File: src/rtl/alu_pkg.sv
// Shared ALU definitions: opcodes, sequencer states, flag bit positions.
// Used by the ALU, its control decoder and the operation sequencer.
package alu_pkg;

   typedef enum logic [3:0] {
      OP_AND  = 4'b0000,
      OP_OR   = 4'b0001,
      OP_ADD  = 4'b0010,
      OP_SUB  = 4'b0011,
      OP_SLT  = 4'b0100,
      OP_SLL  = 4'b0101,
      OP_SRL  = 4'b0110,
      OP_XOR  = 4'b0111,
      OP_NOR  = 4'b1000,
      OP_NAND = 4'b1001
   } alu_op_e;

   localparam logic [3:0] OP_LAST_LEGAL = OP_NAND;

   typedef enum logic [1:0] {
      ST_IDLE  = 2'd0,
      ST_DRIVE = 2'd1,
      ST_HOLD  = 2'd2
   } seq_state_e;

   localparam int FLAG_N = 3;
   localparam int FLAG_Z = 2;
   localparam int FLAG_C = 1;
   localparam int FLAG_V = 0;

   function automatic logic op_is_legal(input logic [3:0] op);
      return (op <= OP_LAST_LEGAL);
   endfunction

endpackage

File: src/rtl/cmd_fifo.sv
// Synchronous FIFO for queued ALU commands.
// Pointers wrap modulo DEPTH; occupancy kept in a registered count.
module cmd_fifo #(
   parameter int WIDTH = 8,
   parameter int DEPTH = 4
) (
   input  logic             clk,
   input  logic             rst_n,
   input  logic             push,
   input  logic [WIDTH-1:0] wdata,
   input  logic             pop,
   output logic [WIDTH-1:0] rdata,
   output logic             full,
   output logic             empty
);

   localparam int AW   = $clog2(DEPTH);
   localparam int CNTW = AW + 1;

   logic [WIDTH-1:0] mem [DEPTH];
   logic [AW-1:0]    wr_ptr;
   logic [AW-1:0]    rd_ptr;
   logic [CNTW-1:0]  count;
   logic             do_push;
   logic             do_pop;

   assign full    = (count == CNTW'(DEPTH));
   assign empty   = (count == '0);
   assign do_push = push && !full;
   assign do_pop  = pop && !empty;
   assign rdata   = mem[rd_ptr];

   // Pointer and occupancy bookkeeping; push+pop together leaves count unchanged.
   always_ff @(posedge clk or negedge rst_n) begin
      if (!rst_n) begin
         wr_ptr <= '0;
         rd_ptr <= '0;
         count  <= '0;
      end else begin
         if (do_push) wr_ptr <= wr_ptr + 1'b1;
         if (do_pop)  rd_ptr <= rd_ptr + 1'b1;
         unique case ({do_push, do_pop})
            2'b10:   count <= count + 1'b1;
            2'b01:   count <= count - 1'b1;
            default: count <= count;
         endcase
      end
   end

   // Entry storage; contents need no reset since the count guards reads.
   always_ff @(posedge clk) begin
      if (do_push) mem[wr_ptr] <= wdata;
   end

endmodule

File: src/rtl/alu_op_sequencer.sv
// Queues ALU commands, drives the ALU operands, waits for the result
// to settle and returns it with its flags over a valid/ready response port.
module alu_op_sequencer
   import alu_pkg::*;
#(
   parameter int W      = 32,
   parameter int DEPTH  = 4,
   parameter int SETTLE = 1
) (
   input  logic         clk,
   input  logic         rst_n,
   input  logic         cmd_valid,
   output logic         cmd_ready,
   input  logic [3:0]   cmd_op,
   input  logic [W-1:0] cmd_a,
   input  logic [W-1:0] cmd_b,
   output logic [W-1:0] alu_i1,
   output logic [W-1:0] alu_i2,
   output logic [3:0]   alu_ctr,
   input  logic [W-1:0] alu_out,
   input  logic         alu_n,
   input  logic         alu_z,
   input  logic         alu_c,
   input  logic         alu_v,
   output logic         rsp_valid,
   input  logic         rsp_ready,
   output logic [W-1:0] rsp_data,
   output logic [3:0]   rsp_flags,
   output logic         rsp_illegal
);

   localparam int FW = 4 + 2 * W;
   localparam int CW = $clog2(SETTLE + 1);

   seq_state_e    state;
   seq_state_e    state_nx;
   logic [CW-1:0] settle_cnt;
   logic          ready_en;

   logic          f_push;
   logic          f_pop;
   logic [FW-1:0] f_wdata;
   logic [FW-1:0] f_rdata;
   logic          f_full;
   logic          f_empty;

   logic [3:0]    h_op;
   logic [W-1:0]  h_a;
   logic [W-1:0]  h_b;
   logic [3:0]    flags_in;

   logic          load_alu;
   logic          load_ill;
   logic          capture;
   logic          rsp_clr;
   logic          cnt_inc;

   assign cmd_ready = ready_en && !f_full;
   assign f_push    = cmd_valid && cmd_ready;
   assign f_wdata   = {cmd_op, cmd_a, cmd_b};

   assign h_op = f_rdata[FW-1 -: 4];
   assign h_a  = f_rdata[2*W-1 -: W];
   assign h_b  = f_rdata[W-1:0];

   cmd_fifo #(
      .WIDTH (FW),
      .DEPTH (DEPTH)
   ) u_fifo (
      .clk   (clk),
      .rst_n (rst_n),
      .push  (f_push),
      .wdata (f_wdata),
      .pop   (f_pop),
      .rdata (f_rdata),
      .full  (f_full),
      .empty (f_empty)
   );

   // Place the ALU flags at their agreed bit positions.
   always_comb begin
      flags_in         = '0;
      flags_in[FLAG_N] = alu_n;
      flags_in[FLAG_Z] = alu_z;
      flags_in[FLAG_C] = alu_c;
      flags_in[FLAG_V] = alu_v;
   end

   // Command acceptance opens one edge after reset is released.
   always_ff @(posedge clk or negedge rst_n) begin
      if (!rst_n) ready_en <= 1'b0;
      else        ready_en <= 1'b1;
   end

   // FSM state register.
   always_ff @(posedge clk or negedge rst_n) begin
      if (!rst_n) state <= ST_IDLE;
      else        state <= state_nx;
   end

   // Next state and datapath strobes; dispatch of the FIFO head happens
   // from IDLE or straight out of HOLD once the response is taken.
   always_comb begin
      logic dispatch;
      state_nx = state;
      f_pop    = 1'b0;
      load_alu = 1'b0;
      load_ill = 1'b0;
      capture  = 1'b0;
      rsp_clr  = 1'b0;
      cnt_inc  = 1'b0;
      dispatch = 1'b0;
      unique case (state)
         ST_IDLE: begin
            dispatch = 1'b1;
         end
         ST_DRIVE: begin
            cnt_inc = 1'b1;
            if (settle_cnt == CW'(SETTLE - 1)) begin
               capture  = 1'b1;
               state_nx = ST_HOLD;
            end
         end
         ST_HOLD: begin
            if (rsp_valid && rsp_ready) begin
               rsp_clr  = 1'b1;
               dispatch = 1'b1;
               state_nx = ST_IDLE;
            end
         end
         default: begin
            state_nx = ST_IDLE;
         end
      endcase
      if (dispatch && !f_empty) begin
         f_pop = 1'b1;
         if (op_is_legal(h_op)) begin
            load_alu = 1'b1;
            state_nx = ST_DRIVE;
         end else begin
            load_ill = 1'b1;
            state_nx = ST_HOLD;
         end
      end
   end

   // ALU operand drive; only legal commands update it.
   always_ff @(posedge clk or negedge rst_n) begin
      if (!rst_n) begin
         alu_i1  <= '0;
         alu_i2  <= '0;
         alu_ctr <= '0;
      end else if (load_alu) begin
         alu_i1  <= h_a;
         alu_i2  <= h_b;
         alu_ctr <= h_op;
      end
   end

   // Settle counter: restarts on each operand load.
   always_ff @(posedge clk or negedge rst_n) begin
      if (!rst_n)       settle_cnt <= '0;
      else if (load_alu) settle_cnt <= '0;
      else if (cnt_inc)  settle_cnt <= settle_cnt + 1'b1;
   end

   // Response register: captured result, illegal marker, or handshake drop.
   always_ff @(posedge clk or negedge rst_n) begin
      if (!rst_n) begin
         rsp_valid   <= 1'b0;
         rsp_data    <= '0;
         rsp_flags   <= '0;
         rsp_illegal <= 1'b0;
      end else if (capture) begin
         rsp_valid   <= 1'b1;
         rsp_data    <= alu_out;
         rsp_flags   <= flags_in;
         rsp_illegal <= 1'b0;
      end else if (load_ill) begin
         rsp_valid   <= 1'b1;
         rsp_data    <= '0;
         rsp_flags   <= '0;
         rsp_illegal <= 1'b1;
      end else if (rsp_clr) begin
         rsp_valid   <= 1'b0;
      end
   end

endmodule

File: config.mk
export PLATFORM = sky130hd
export DESIGN_NAME = alu_op_sequencer
export DESIGN_NICKNAME = d
export VERILOG_FILES = /design/src/rtl/alu_pkg.sv /design/src/rtl/cmd_fifo.sv /design/src/rtl/alu_op_sequencer.sv
export SDC_FILE = /design/constraint.sdc
export NUM_CORES = 1
export LEC_CHECK = 0
export ABC_AREA = 1
export CAP_MARGIN = 20
export CORE_UTILIZATION = 45
export CTS_BUF_LIST = sky130_fd_sc_hd__clkbuf_8
export CTS_CLUSTER_SIZE = 20
export DETAILED_ROUTE_END_ITERATION = 12
export PLACE_DENSITY = 0.68
export SLEW_MARGIN = 20
export SYNTH_ARGS = -nofsm -noshare
export SYNTH_HDL_FRONTEND = slang
export SYNTH_SLANG_ARGS = --single-unit
export TNS_END_PERCENT = 30
File: constraint.sdc
create_clock -name clk -period 5.8 [get_ports clk]
set_input_delay 1.45 -clock clk [delete_from_list [all_inputs] [get_ports clk]]
set_output_delay 1.45 -clock clk [all_outputs]
set_load 0.02 [all_outputs]
# After elaboration in Yosys (flattened, before gate mapping)
# Memory sizes are Yosys's and may differ from the RTL's.
# Cells that the tools add are included.
# classes
muxes,30
order_cmp,1
eq_ne,8
n_reduce_logical,15
add_sub_neg,5
# op_table
cell,n
two-way mux 32 bit,2
two-way mux 1 bit,19
two-way mux 2 bit,4
two-way mux 4 bit,2
logical AND 1 bit,6
inequality test 3 bit (second input constant),2
one-hot mux 2 bit (3 select lines),1
one-hot mux 3 bit (2 select lines),1
nonzero test 2 bit,3
adder 2 x 1 -> 2 bit (second input constant),2
equality test 2 x 1 -> 1 bit (second input constant),2
equality test 2 bit (second input constant),2
<= comparator 4 bit (second input constant),1
adder 3 x 1 -> 3 bit (second input constant),1
equality test 3 bit (second input constant),1
logical NOT 3 bit,1
AND reduction 3 bit,1
nonzero test 3 bit,1
subtractor 3 x 1 -> 3 bit (second input constant),1
logical NOT 1 bit,2
logical NOT 2 bit,1
inequality test 2 bit (second input constant),1
one-hot mux 1 bit (2 select lines),1
adder 1 bit (second input constant),1
# word_totals
wordCells,73
mem_bits_rw,272
register_bits,117
inputBits,108
n_memories,1
# memory_table
name,words,word_bits,rd,rd_clocked_by_memory_dff,wr,line_no,rtl
u_fifo.mem,4,68,1,0,1,cmd_fifo.sv:20,logic [WIDTH-1:0] mem [DEPTH];

# Longest topological paths before layout
# Gate-level depths: netlist of run 1.
# logic_depth
ltp_word,8
ltp_mapped,11
ltp_nobuf,9

# Hierarchy
# From an unflattened synthesis of run 1, not the netlist that was laid out.
# hier_totals
cells_unflattened,1333
area_unflattened_um2,15615.0
# by_module_without_submodules
mod,area_per_inst_um2,seq_area_each_um2,instances,cells_each
cmd_fifo,11353.4,8343.0,1,855
alu_op_sequencer,4261.6,2752.6,1,478

# Least setup slack after synthesis of run 1
# Ideal clock, no wire load.
# synth_timing
path_kind,input to register
startpoint,input port cmd_valid
endpoint,memory u_fifo.mem[0][0] (netlist name) (enable)
arrival_time_ps,4525
path_stages,2
path_buffers,0
setup_slack_ps,780
path_cell_list,nand2_1 -> nor2_1
# synth_via
elab_chain_len,4
# synth_lines
item,line_no,rtl
start: declaration,alu_op_sequencer.sv:12,"input logic cmd_valid,"
logical AND 1 bit,alu_op_sequencer.sv:59,assign f_push = cmd_valid && cmd_ready;
logical AND 1 bit,cmd_fifo.sv:29,assign do_push = push && !full;
two-way mux 1 bit,cmd_fifo.sv:52,if (do_push) mem[wr_ptr] <= wdata;
two-way mux 1 bit (not written as such),cmd_fifo.sv:52,
end: declaration,cmd_fifo.sv:20,
# No other way between the ends.

# Worst setup path after layout of run 1
# layout_timing
startpoint,register u_fifo.rd_ptr[0]
endpoint,register alu_i2[30]
# layout_via
elab_chain_len,4
# layout_lines
item,line_no,rtl
start: declaration,cmd_fifo.sv:22,logic [AW-1:0] rd_ptr;
start signal: assignment,cmd_fifo.sv:41,if (do_pop) rd_ptr <= rd_ptr + 1'b1;
memory (4 x 68 bit) (*),n/a,
<= comparator 4 bit,alu_pkg.sv:32,return (op <= OP_LAST_LEGAL);
two-way mux 1 bit,alu_op_sequencer.sv:137,if (op_is_legal(h_op)) begin
two-way mux 1 bit,alu_op_sequencer.sv:135,if (dispatch && !f_empty) begin
end signal: assignment,alu_op_sequencer.sv:151,alu_i2 <= '0;
end signal: assignment,alu_op_sequencer.sv:155,alu_i2 <= h_b;
end: declaration,alu_op_sequencer.sv:18,"output logic [W-1:0] alu_i2,"
# Every way passes the cells marked *; elsewhere a longest branch is shown, timed or not.
# A chain may end at the register's enable or synchronous reset.

==> impl_summary.md, run 1 <==
Power and ir drop
The switching power is 3.832 mW. Combinational cells account for 37.8% of the total power. Internal power comes to 6.271 mW.

The worst-case IR drop observed on VDD is 311.9 uV. Overall power consumption after layout is estimated at 10.10 mW. The part of the power in registers is 38.7%.

Power spread over the standard cell area amounts to 543.3 mW/mm2. The share of total power in the clock network is 23.5%. The standby leakage power is 7.198 nW. Of the total power, the share spent switching nets is 37.93%.

Die
The row count is 65. The die is 183.0 um wide. After floorplanning, the core was sized to cover 0.03188 mm2.

The floorplan step set the die height to 183.0 um. The number of top-level design ports is 215. The initial utilization of the core area, before any placement, comes to 46.22%. The die covers 0.03348 mm2.

Route
In the routed design, unresolved DRC markers number 0. The sum of routed wire length over all layers is 33440 um. The count of TritonRoute iterations in the first routing pass is 4. The detailed router placed 9850 vias in this run. The average routed wire per standard cell is 17.65 um. For this block, the initial DRC count from the detailed router was 595.

The number of nets still failing antenna checks after routing is 0. In the routed layout, each cell is associated on average with a via count of 5.198.

Clocking
Clock tree synthesis inserted a total of 66 buffers. The number of buffers inserted for hold repair after clock tree synthesis is 0. The number of buffers inserted to repair setup after CTS is 0. Counting every sink on the clock net gives 389. The number of buffers between clock root and the deepest sink is 3. The clock tree from TritonCTS is built. The cell at the root of the clock tree is sky130_fd_sc_hd__clkbuf_8. Post-CTS repair changed the size of 0 cells. The later-pin clock latency in the skew report is 0.58 ns. The CTS clock-pin slew for the worst setup and hold paths is 0.06 ns.

The H-tree level count is 3.

Worst setup path
The largest fanout of any net on the critical path is 71. Data on the critical path arrives at its endpoint at 4.19 ns. STA puts the critical path data required time at 6.28 ns.

STA classifies the critical path startpoint as a flop. The critical path is of the reg2reg type. The worst setup path is captured at a flop. The most numerous cell type found on the critical path is sky130_fd_sc_hd__nand2_1.

The largest individual stage delay along the critical path comes from the cell sky130_fd_sc_hd__dfrtp_4. Traced cell by cell, the critical path runs through buf_4 -> nand2_1 -> nand3_1 -> nand2_1 -> nand2_2 -> nand2_4 -> nand2_4 -> nand2_1 -> nand2_1. Counting cells, the worst reg-to-reg path comes to 9. The delay of the slowest cell on the worst path is 0.90 ns.

Global route
The total overflow left after global routing is 0. The wire length of the first global-routing pass is 52500 um. The initial antenna violation count is 4. Global routing consumed, over all layers together, 20.23% of the routing resources. The number of global-route vias before repair is 9840. Entering global routing, the biggest net connects 81 pins.

Layout
For this run, the post-layout net count is 1520. Once layout is complete, the utilization of the core stands at 58.32%. In the final layout, the share of cells above drive strength 1 is 8.573%. Leaving out fill and tap cells, the most frequent cells in the layout are 272 x sky130_fd_sc_hd__edfxtp_1, 232 x sky130_fd_sc_hd__nand2_1, 213 x sky130_fd_sc_hd__clkdlybuf4s50_1. From synthesis to final layout, the design area changed by 26.18%. The leading cell type in the layout, fill and taps excluded is sky130_fd_sc_hd__edfxtp_1.

STA
The worst hold slack is 0.4665 ns. For the pin with the worst max-slew slack, the measured transition is 0.9210 ns. The post-route clock skew is 0.03793 ns. Subtracting the final worst setup slack from the clock period gives 3.709 ns. Setup repair after global routing left no endpoint under its margin. The worst slew slack as a fraction of its limit is 38.54%. The total of endpoints with negative setup slack in the final report is 0. The number of max-slew violations in the final report is 0. The final critical path takes up 63.95% of the cycle. Summed over all failing endpoints, the final setup total negative slack is 0 ns. The maximum operating frequency is 269.6 MHz. The final count of hold timing violations is 0.

Logic synthesis
Sequential elements use 75.29% of the synthesized area. The mean post-synth cell area is 12.46 um2. The cell area that synthesis handed to floorplanning was 0.01474 mm2. The net count after synthesis is 1297. The yosys synthesis warning count is 0. The synthesized instance count is 1183. The synthesized flop and latch total is 389. The unique cell type count in the Yosys netlist is 29.

Place
The count of buffers added on input and output ports is 214. The placed wire-length estimate is 19000 um. The global placer's final weighted congestion is 0.6960.

Status
The run finished with clean final reports.

Worst hold path
The worst hold path belongs to the class reg2reg. The instance count along the most critical hold path is 2.

Flow run
Max-cap violations in this run came to 0.
==> logic make-up after synthesis <==
group	synth area share, %
compound gates	7.463
xor+xnor	0.2972
fa+ha+maj	0.5604
buf+inv	2.717
flops	75.29
mux	0.07641
other cells	0.02545
simple gates	13.57
==> final cells by class <==
| type | count | area, um2 |
|---|---|---|
| clock inverters | 40 | 207.7 |
| well taps | 435 | 544.3 |
| inverters | 13 | 51.30 |
| flip-flops and latches | 389 | 11100 |
| diodes | 2 | 5.005 |
| fillers | 2647 | 13290 |
| repair buffers | 232 | 2298 |
| multi-input cells | 704 | 3286 |
| clock buffers | 80 | 1101 |
==> worst max-delay path, delay by kind of cell (launching register included) <==
family,cells,cell delay [ns]
buffers and inverters,1,0.69
DFF,1,0.90
and+or+nand+nor,8,1.97
==> path summary, 6_finish.rpt <==
check	endpoint	slack, ns	from
max	alu_i2[30]	2.09	u_fifo.rd_ptr[0]
min	alu_i1[25]	0.47	alu_i1[25]
max reg2reg	alu_i2[30]	2.09	u_fifo.rd_ptr[0]
min reg2reg	alu_i1[25]	0.47	alu_i1[25]
max in group asynchronous	alu_i1[0]	3.78	rst_n
min in group asynchronous	rsp_data[12]	0.91	rst_n
==> per-layer routing <==
layer / wire, um / GRT usage, % / share of wire (%) / vias to the layer above
met5: 23 / 0 / 0.069 / -
met4: 478 / 6.767 / 1.4 / 4
met3: 2688 / 5.361 / 8.0 / 39
met2: 15830 / 32.79 / 47 / 360
met1: 14420 / 26.54 / 43 / 4811
li1: - / - / - / 4636
==> stage by stage <==
step | instance area [um2] | cells | worst slack (ns)
floorplan | 14740 | 1183 | 0.7803
global placement | 17270 | 1772 | 1.716
detailed placement | 17280 | 1773 | 1.723
CTS | 18590 | 1893 | 1.993
global route | 18590 | 1894 | 1.712
finish | 18590 | 1895 | 2.091
==> state kept, by name, summed over array words and instances (netlist names) <==
| register | count |
|---|---|
| alu_ctr | 4 |
| alu_i1 | 32 |
| alu_i2 | 32 |
| ready_en | 1 |
| rsp_data | 32 |
| rsp_flags | 4 |
| rsp_illegal | 1 |
| rsp_valid | 1 |
| settle_cnt | 1 |
| state | 2 |
| u_fifo.count | 3 |
| u_fifo.mem | 272 |
| u_fifo.rd_ptr | 2 |
| u_fifo.wr_ptr | 2 |
==> power by group through the flow <==
stage / Combinational, mW / Sequential (mW) / Clock (mW)
after floorplan: 2.08 / 4.28 / 0
after global routing: 4.24 / 3.97 / 2.58
after global placement: 3.79 / 3.95 / 0
after CTS: 3.88 / 3.91 / 2.43
after detailed placement: 3.87 / 3.95 / 0
final: 3.82 / 3.91 / 2.38
==> cell usage after synthesis, drive strengths merged <==
cell type / n / share of area [%]
edfxtp: 272 / 55
nand2: 236 / 6.1
nor2: 139 / 3.5
o21ai: 131 / 4.4
dfrtp: 117 / 20
nand3: 110 / 3.7
o22ai: 65 / 2.8
clkbuf: 42 / 1.1
buf: 35 / 1.3
inv: 13 / 0.33
ha: 5 / 0.42
a21oi: 3 / 0.10
xor2: 3 / 0.18
nand3b: 2 / 0.10
xnor2: 2 / 0.12
a21boi: 1 / 0.051
a22oi: 1 / 0.051
conb: 1 / 0.025
fa: 1 / 0.14
mux2: 1 / 0.076
nor3: 1 / 0.034
o211ai: 1 / 0.051
or2: 1 / 0.042
Power figures use the tool's default switching activity.
==> run 2, diff against run 1 <==
==> constraint.sdc (replaced) <==
create_clock -name clk -period 3.6 [get_ports clk]
set_input_delay 0.9 -clock clk [delete_from_list [all_inputs] [get_ports clk]]
set_output_delay 0.9 -clock clk [all_outputs]
set_load 0.02 [all_outputs]
==> run 2 against run 1 <==
Compared with the run above: clock power rose by 47%; count of clock-buffer cells in the layout shrank 14; global-route usage up 0.23 points; via count shrank 0.72%; setup slack worse by 1.6 ns; register-to-register slack lost 0.97 ns; critical path depth fell by 6; critical path type is now reg2out.
==> impl_summary.md, run 2 (synthesis gave the netlist of run 1 again) <==
Layout
The share of post-route cells with drive strength above 1 is 8.910% (was 8.573%). The final cell count without fillers is 1896 (was 1895). The register containing the most flip-flops in the final layout is u_fifo.mem (unchanged). Most frequent cells in the layout: 272 x sky130_fd_sc_hd__edfxtp_1, 232 x sky130_fd_sc_hd__nand2_1, 213 x sky130_fd_sc_hd__clkdlybuf4s50_1 (unchanged). The final design instance area without fill is 0.01857 mm2 (was 0.01859 mm2). The count of nets after finishing is 1522 (was 1520). The layout overhead on the synthesized area is 26.02% (was 26.18%).

The total of fill cells in the finished design is 2601 (was 2647). The leading cell type in the layout, fill and taps excluded is sky130_fd_sc_hd__edfxtp_1 (unchanged). The flip-flop count of the largest register after layout is 272 (unchanged).

Global route
The pin count of the biggest net entering global routing is 90 (was 81). The overall track demand over capacity in global routing was 20.46% (was 20.23%). The wire length of the first global-routing pass is 53070 um (was 52500 um). The total congestion overflow after global routing was 0 (unchanged). The number of global-route vias before repair is 9982 (was 9840). The initial antenna violation count came to 2 (was 4).

Clocking
The number of buffers inserted to repair setup after CTS is 0 (unchanged). The number of clock sinks is 389 (unchanged). The number of buffers between clock root and the deepest sink is 3 (unchanged). The number of buffers inserted during clock tree synthesis was 60 (was 66).

The number of buffers inserted for hold repair after clock tree synthesis is 0 (unchanged). The clock tree from TritonCTS is built (unchanged). The H-tree level count is 2 (was 3). The later-pin clock latency in the skew report was 0.59 ns (was 0.58 ns). The number of cells upsized or downsized after cts came to 0 (unchanged).

The CTS clock-pin slew for the worst setup and hold paths came to 0.07 ns (was 0.06 ns). The cell at the root of the clock tree is sky130_fd_sc_hd__clkbuf_8 (unchanged).

Power and ir drop
The total power density per cell area is 868.6 mW/mm2 (was 543.3 mW/mm2). The standby leakage power is 7.176 nW (was 7.198 nW). The cell internal power dissipation is 9.948 mW (was 6.271 mW). The switching power was 6.183 mW (was 3.832 mW).

The fraction of power consumed by combinational cells came to 39.2% (was 37.8%). The total power of the final layout was 16.13 mW (was 10.10 mW). The worst supply voltage drop on vdd is 622.8 uV (was 311.9 uV). The part of the power in registers came to 39.1% (was 38.7%).

The share of total power in the clock network was 21.7% (was 23.5%). The net switching fraction of the power is 38.33% (was 37.93%).

Place
The placed wire-length estimate came to 19340 um (was 19000 um). The global placer's final weighted congestion came to 0.7269 (was 0.6960). The number of cells in the design after placement is 1781 (was 1773).

The number of buffers added on ports is 214 (unchanged). The area after detailed placement is 0.01740 mm2 (was 0.01728 mm2).

Worst setup path
The type of destination of the critical path is an output pin (was flop). The critical path data required time is 2.70 ns (was 6.28 ns). The data arrival time of the worst path is 2.25 ns (was 4.19 ns).

The largest fanout of any net on the critical path is 4 (was 71). The startpoint type of the worst setup path is a flop (unchanged). The number of cells on the worst reg-to-reg path came to 9 (unchanged). The beginning of the worst register-to-register path was u_fifo.count[0] (was u_fifo.rd_ptr[0]). The launch point of the critical path is u_fifo.count[0] (was u_fifo.rd_ptr[0]).

The start-to-end type of the worst setup path is reg2out (was reg2reg).

Flow run
The number of max-cap violations was 0 (unchanged).

Route
The number of nets still failing antenna checks after routing is 0 (unchanged). The count of vias placed by the detailed router is 9779 (was 9850). The post-route DRC violation count is 0 (unchanged). The violation count after the first detailed-routing iteration was 693 (was 595).

The average routed wire per standard cell is 17.85 um (was 17.65 um). The count of TritonRoute iterations in the first routing pass was 5 (was 4). The average vias per placed instance is 5.158 (was 5.198). The sum of routed wire length over all layers is 33840 um (was 33440 um).

Die
The horizontal extent of the die is 183.0 um (unchanged). The row count is 65 (unchanged). The number of top-level design ports came to 215 (unchanged). The initial core utilization is 46.22% (unchanged). The vertical extent of the die is 183.0 um (unchanged). The area of the core is 0.03188 mm2 (unchanged). The overall die area is 0.03348 mm2 (unchanged).

STA
The post-route fraction of the period consumed by the critical path is 87.41%. The final count of hold timing violations is 0 (unchanged). RSZ-0062 raised after global routing: false (unchanged). The worst path needs 3.147 ns of the cycle, external delays included. The number of max-slew violations in the final report is 0 (unchanged).

Static timing analysis puts the maximum clock frequency at 317.8 MHz. The slew of the pin with the lowest slew margin is 0.9031 ns (was 0.9210 ns). The total of endpoints with negative setup slack in the final report is 0 (unchanged). The post-route clock skew is 0.02471 ns (was 0.03793 ns). The worst slew slack as a fraction of its limit is 39.79% (was 38.54%). The summed negative setup slack over all endpoints is 0 ns (unchanged).

Status
Status: finished, final reports clean (unchanged).

Worst hold path
The worst hold path class is in2async (was reg2reg).
run 2: changes by cell type in the layout (fill, tap and decap cells not counted):
cell and delta:
sky130_fd_sc_hd__bufinv_16 +1, sky130_fd_sc_hd__clkinv_1 +3, sky130_fd_sc_hd__clkinvlp_4 -1, sky130_fd_sc_hd__buf_12 +5
sky130_fd_sc_hd__inv_1 -7, sky130_fd_sc_hd__clkinv_2 +13, sky130_fd_sc_hd__buf_4 +4, sky130_fd_sc_hd__clkbuf_8 -14
sky130_fd_sc_hd__buf_8 -1, sky130_fd_sc_hd__inv_6 -2
run 2: final timing paths:
path,endpoint,slack [ns]
setup / recovery,cmd_ready,0.45
hold / removal,rsp_data[19],0.34
setup reg to reg,u_fifo.count[2],1.12
hold reg to reg,alu_i1[29],0.47
max in group asynchronous,u_fifo.rd_ptr[0],2.51
min in group clk,alu_i1[29],0.47
run 2: layer usage:
| layer | wire [um] | part of all wire (%) | vias to the layer above | track usage, % |
|---|---|---|---|---|
| met1 | 14230 | 42 | 4749 | 26.10 |
| met3 | 2811 | 8.3 | 40 | 5.322 |
| li1 | - | - | 4625 | - |
| met2 | 16350 | 48 | 365 | 34.56 |
| met4 | 446 | 1.3 | 0 | 5.733 |
| met5 | 0 | 0 | - | 0 |
run 2: per-stage QoR:
step                util [%]  worst slack (ns)  hold slack, ns
finish                 58.25            0.4533          0.3435
CTS                    58.24            0.3761          0.3589
detailed placement     54.56            0.6693          0.4573
global route           58.24            0.3814          0.3740
global placement       54.56            0.6870          0.4549
floorplan                  -            -1.139          0.4567
run 2: power groups by stage:
stage / combinational (mW) / clock (mW) / sequential, mW
3_5_place_dp: 6.38 / 0 / 6.39
5_1_grt: 7.00 / 3.79 / 6.40
6_report: 6.32 / 3.51 / 6.31
3_3_place_gp: 6.26 / 0 / 6.37
2_1_floorplan: 3.35 / 0 / 6.90
4_1_cts: 6.41 / 3.59 / 6.31
run 2: layout make-up:
| class | count | area, um2 | share of cell area (%) |
|---|---|---|---|
| antenna | 2 | 5.005 | 0.02695 |
| clock buffer | 66 | 908.4 | 4.891 |
| clock inverter | 47 | 262.8 | 1.415 |
| inverter | 13 | 51.30 | 0.2762 |
| multi-input combinational | 704 | 3286 | 17.69 |
| sequential | 389 | 11100 | 59.77 |
| tap | 435 | 544.3 | 2.931 |
| timing repair buffer | 240 | 2414 | 13.00 |
run 2: critical path: stages (launching register included):
cell and delay (ns):
sky130_fd_sc_hd__dfrtp_1 0.43, sky130_fd_sc_hd__nor2_1 0.06, sky130_fd_sc_hd__a21boi_0 0.45, sky130_fd_sc_hd__clkdlybuf4s50_1 0.71
==> run 3, diff against run 2 <==
--- a/config.mk
+++ b/config.mk
@@ -7,11 +7,12 @@
 export LEC_CHECK = 0
 export ABC_AREA = 1
 export CAP_MARGIN = 20
+export CORE_MARGIN = 2
 export CORE_UTILIZATION = 45
 export CTS_BUF_LIST = sky130_fd_sc_hd__clkbuf_8
 export CTS_CLUSTER_SIZE = 20
 export DETAILED_ROUTE_END_ITERATION = 12
-export PLACE_DENSITY = 0.68
+export PLACE_DENSITY = 0.71
 export SLEW_MARGIN = 20
 export SYNTH_ARGS = -nofsm -noshare
 export SYNTH_HDL_FRONTEND = slang
==> constraint.sdc (replaced) <==
create_clock -name clk -period 2.6 [get_ports clk]
set_input_delay 0.65 -clock clk [delete_from_list [all_inputs] [get_ports clk]]
set_output_delay 0.65 -clock clk [all_outputs]
set_load 0.02 [all_outputs]
==> run 3 against run 2 <==
Compared with the run above: final cell count up 0.79%; worst hold slack got worse by 0.29 ns; sequential share of layout area is 0.65 points lower; clock power rose by 45%; routed wire length increased by 4.1%; utilization down 0.25 points.
==> impl_summary.md, run 3 (synthesis gave the netlist of run 1 again) <==
Status
Status: finished, final reports clean (unchanged).

Power and ir drop
The worst supply voltage drop on vdd came to 810.7 uV (was 622.8 uV). The part of the power in registers is 38.1% (was 39.1%). The share of total power in the clock network is 22.3% (was 21.7%).

The fraction of power consumed by combinational cells was 39.6% (was 39.2%). The total power of the final layout was 22.81 mW (was 16.13 mW). The net switching fraction of the power is 38.21% (was 38.33%). The standby leakage power came to 7.294 nW (was 7.176 nW). The switching power is 8.716 mW (was 6.183 mW). The total power density per cell area is 1215 mW/mm2 (was 868.6 mW/mm2). The cell internal power dissipation is 14.09 mW (was 9.948 mW).

Worst setup path
The start-to-end type of the worst setup path is reg2out (unchanged). The type of destination of the critical path is an output pin (unchanged). The cell type of the slowest stage on the worst timing path is sky130_fd_sc_hd__dfrtp_1 (was sky130_fd_sc_hd__clkdlybuf4s50_1). The category of cells accounting for the largest share of critical-path delay is flip-flops (was buffers and inverters). The data arrival time of the worst path is 1.67 ns (was 2.25 ns).

The number of buffers and inverters on the critical path is 1 (unchanged). Series of cell instances along the critical path: nor2_1 -> a21boi_2 -> dlygate4sd2_1 (was nor2_1 -> a21boi_0 -> clkdlybuf4s50_1). The largest fanout of any net on the critical path is 4 (unchanged). The critical path data required time came to 1.95 ns (was 2.70 ns). The startpoint type of the worst setup path is a flop (unchanged). The delay of the slowest cell on the worst path is 0.42 ns (was 0.71 ns).

Place
The global placer's final weighted congestion is 0.7177 (was 0.7269). The number of buffers added on ports is 214 (unchanged). The worst-case setup slack after placement was -0.008675 ns (was 0.6693 ns). The placed wire-length estimate is 19910 um (was 19340 um).

Clocking
The later-pin clock latency in the skew report is 0.58 ns (was 0.59 ns). The H-tree level count is 3 (was 2). The number of buffers between clock root and the deepest sink is 3 (unchanged). The number of clock sinks is 389 (unchanged). The CTS clock-pin slew for the worst setup and hold paths is 0.06 ns (was 0.07 ns). The number of buffers inserted for hold repair after clock tree synthesis is 0 (unchanged). The clock tree from TritonCTS is built (unchanged). The cell at the root of the clock tree was sky130_fd_sc_hd__clkbuf_8 (unchanged). The number of buffers inserted during clock tree synthesis is 66 (was 60).

STA
The final count of hold timing violations is 0 (unchanged). The worst slew slack as a fraction of its limit is 49.63% (was 39.79%). The post-route fraction of the period consumed by the critical path is 89.09%. The total of endpoints with negative setup slack in the final report came to 0 (unchanged). The slew of the pin with the lowest slew margin is 0.7556 ns (was 0.9031 ns). The number of max-slew violations in the final report is 0 (unchanged). The worst path needs 2.316 ns of the cycle, external delays included. Derived from the worst setup path, the maximum achievable clock frequency is 431.7 MHz. The post-route clock skew was 0.03380 ns (was 0.02471 ns). The least setup slack across all paths after layout is 0.2836 ns (was 0.4533 ns). RSZ-0062 raised after global routing: false (unchanged).

Global route
The number of global-route vias before repair is 10010 (was 9982). The total congestion overflow after global routing is 0 (unchanged). The pin count of the biggest net entering global routing is 85 (was 90). The overall track demand over capacity in global routing was 20.79% (was 20.46%). The wire length of the first global-routing pass is 54330 um (was 53070 um). The initial antenna violation count was 2 (unchanged).

Layout
The leading cell type in the layout, fill and taps excluded was sky130_fd_sc_hd__edfxtp_1 (unchanged). The share of post-route cells with drive strength above 1 came to 8.719% (was 8.910%). The total of fill cells in the finished design was 2651 (was 2601). The layout overhead on the synthesized area is 27.41% (was 26.02%). Most frequent cells in the layout: 272 x sky130_fd_sc_hd__edfxtp_1, 231 x sky130_fd_sc_hd__nand2_1, 212 x sky130_fd_sc_hd__clkdlybuf4s50_1 (was 272 x sky130_fd_sc_hd__edfxtp_1, 232 x sky130_fd_sc_hd__nand2_1, 213 x sky130_fd_sc_hd__clkdlybuf4s50_1).

The utilization after layout is 58.00% (was 58.25%). The register containing the most flip-flops in the final layout is u_fifo.mem (unchanged). The flip-flop count of the largest register after layout is 272 (unchanged). The count of nets after finishing came to 1532 (was 1522).

Die
The area of the core was 0.03237 mm2 (was 0.03188 mm2). The overall die area was 0.03421 mm2 (was 0.03348 mm2). The initial core utilization came to 45.52% (was 46.22%). The number of top-level design ports is 215 (unchanged). The row count was 66 (was 65). The horizontal extent of the die is 185.0 um (was 183.0 um). The vertical extent of the die is 185.0 um (was 183.0 um).

Flow run
The number of max-cap violations is 0 (unchanged).

Worst hold path
The worst hold path class is in2async (unchanged).

Route
The average routed wire per standard cell came to 18.42 um (was 17.85 um). The violation count after the first detailed-routing iteration is 731 (was 693). The count of vias placed by the detailed router is 10019 (was 9779). The post-route DRC violation count is 0 (unchanged).

The sum of routed wire length over all layers came to 35210 um (was 33840 um). The number of nets still failing antenna checks after routing is 0 (unchanged). The count of TritonRoute iterations in the first routing pass was 5 (unchanged).

The average vias per placed instance is 5.243 (was 5.158).
-- run 3: final timing paths --
kind,cells past startpoint,startpoint,slack (ns),to
min,1,rst_n,0.05,rsp_data[15]
max reg2reg,8,u_fifo.count[0],0.60,u_fifo.count[2]
max in group asynchronous,2,rst_n,1.88,rsp_flags[3]
min in group clk,2,alu_i1[27],0.47,alu_i1[27]
min reg2reg,2,alu_i1[27],0.47,alu_i1[27]
max,3,u_fifo.count[0],0.28,cmd_ready
-- run 3: stage by stage --
stage	cell area, um2	hold WS (ns)	setup TNS (ns)	cells
after floorplan	14770	0.3544	0	1183
after global placement	17540	0.4541	0	1792
after detailed placement	17540	0.4573	-0.01184	1792
after CTS	18770	0.05716	0	1910
after global routing	18770	0.08662	0	1910
final	18780	0.05195	0	1911
-- run 3: cell type report --
type	instances	area, um2	share of cell area [%]
sequential	389	11100	59.12
multi-input combinational	704	3292	17.53
clock buffer	71	977.2	5.205
timing repair buffer	244	2542	13.54
inverter	13	51.30	0.2732
tap	442	553.0	2.945
clock inverter	47	256.5	1.366
antenna	1	2.502	0.01333
-- run 3: per-layer routing --
| metal | global-route usage [%] | wire, um | vias to the layer above |
|---|---|---|---|
| li1 | - | - | 4669 |
| met4 | 6.540 | 688 | 2 |
| met2 | 33.98 | 16810 | 403 |
| met5 | 0 | 13 | - |
| met3 | 5.466 | 3043 | 58 |
| met1 | 27.30 | 14660 | 4887 |
-- run 3: power by group through the flow --
stage	clock (mW)	combinational, mW	sequential [mW]
finish	5.09	9.04	8.68
detailed placement	0	9.13	8.78
CTS	5.26	9.14	8.68
floorplan	0	4.67	9.51
global placement	0	8.93	8.75
global route	5.54	10.0	8.80
-- run 3: timing repair --
action | 4_1_cts | 5_1_grt
hold endpoints to repair | 0 | 0
setup buffers | 0 | 0
setup endpoints to repair | 1 | 0
resized for setup | 1 | 0
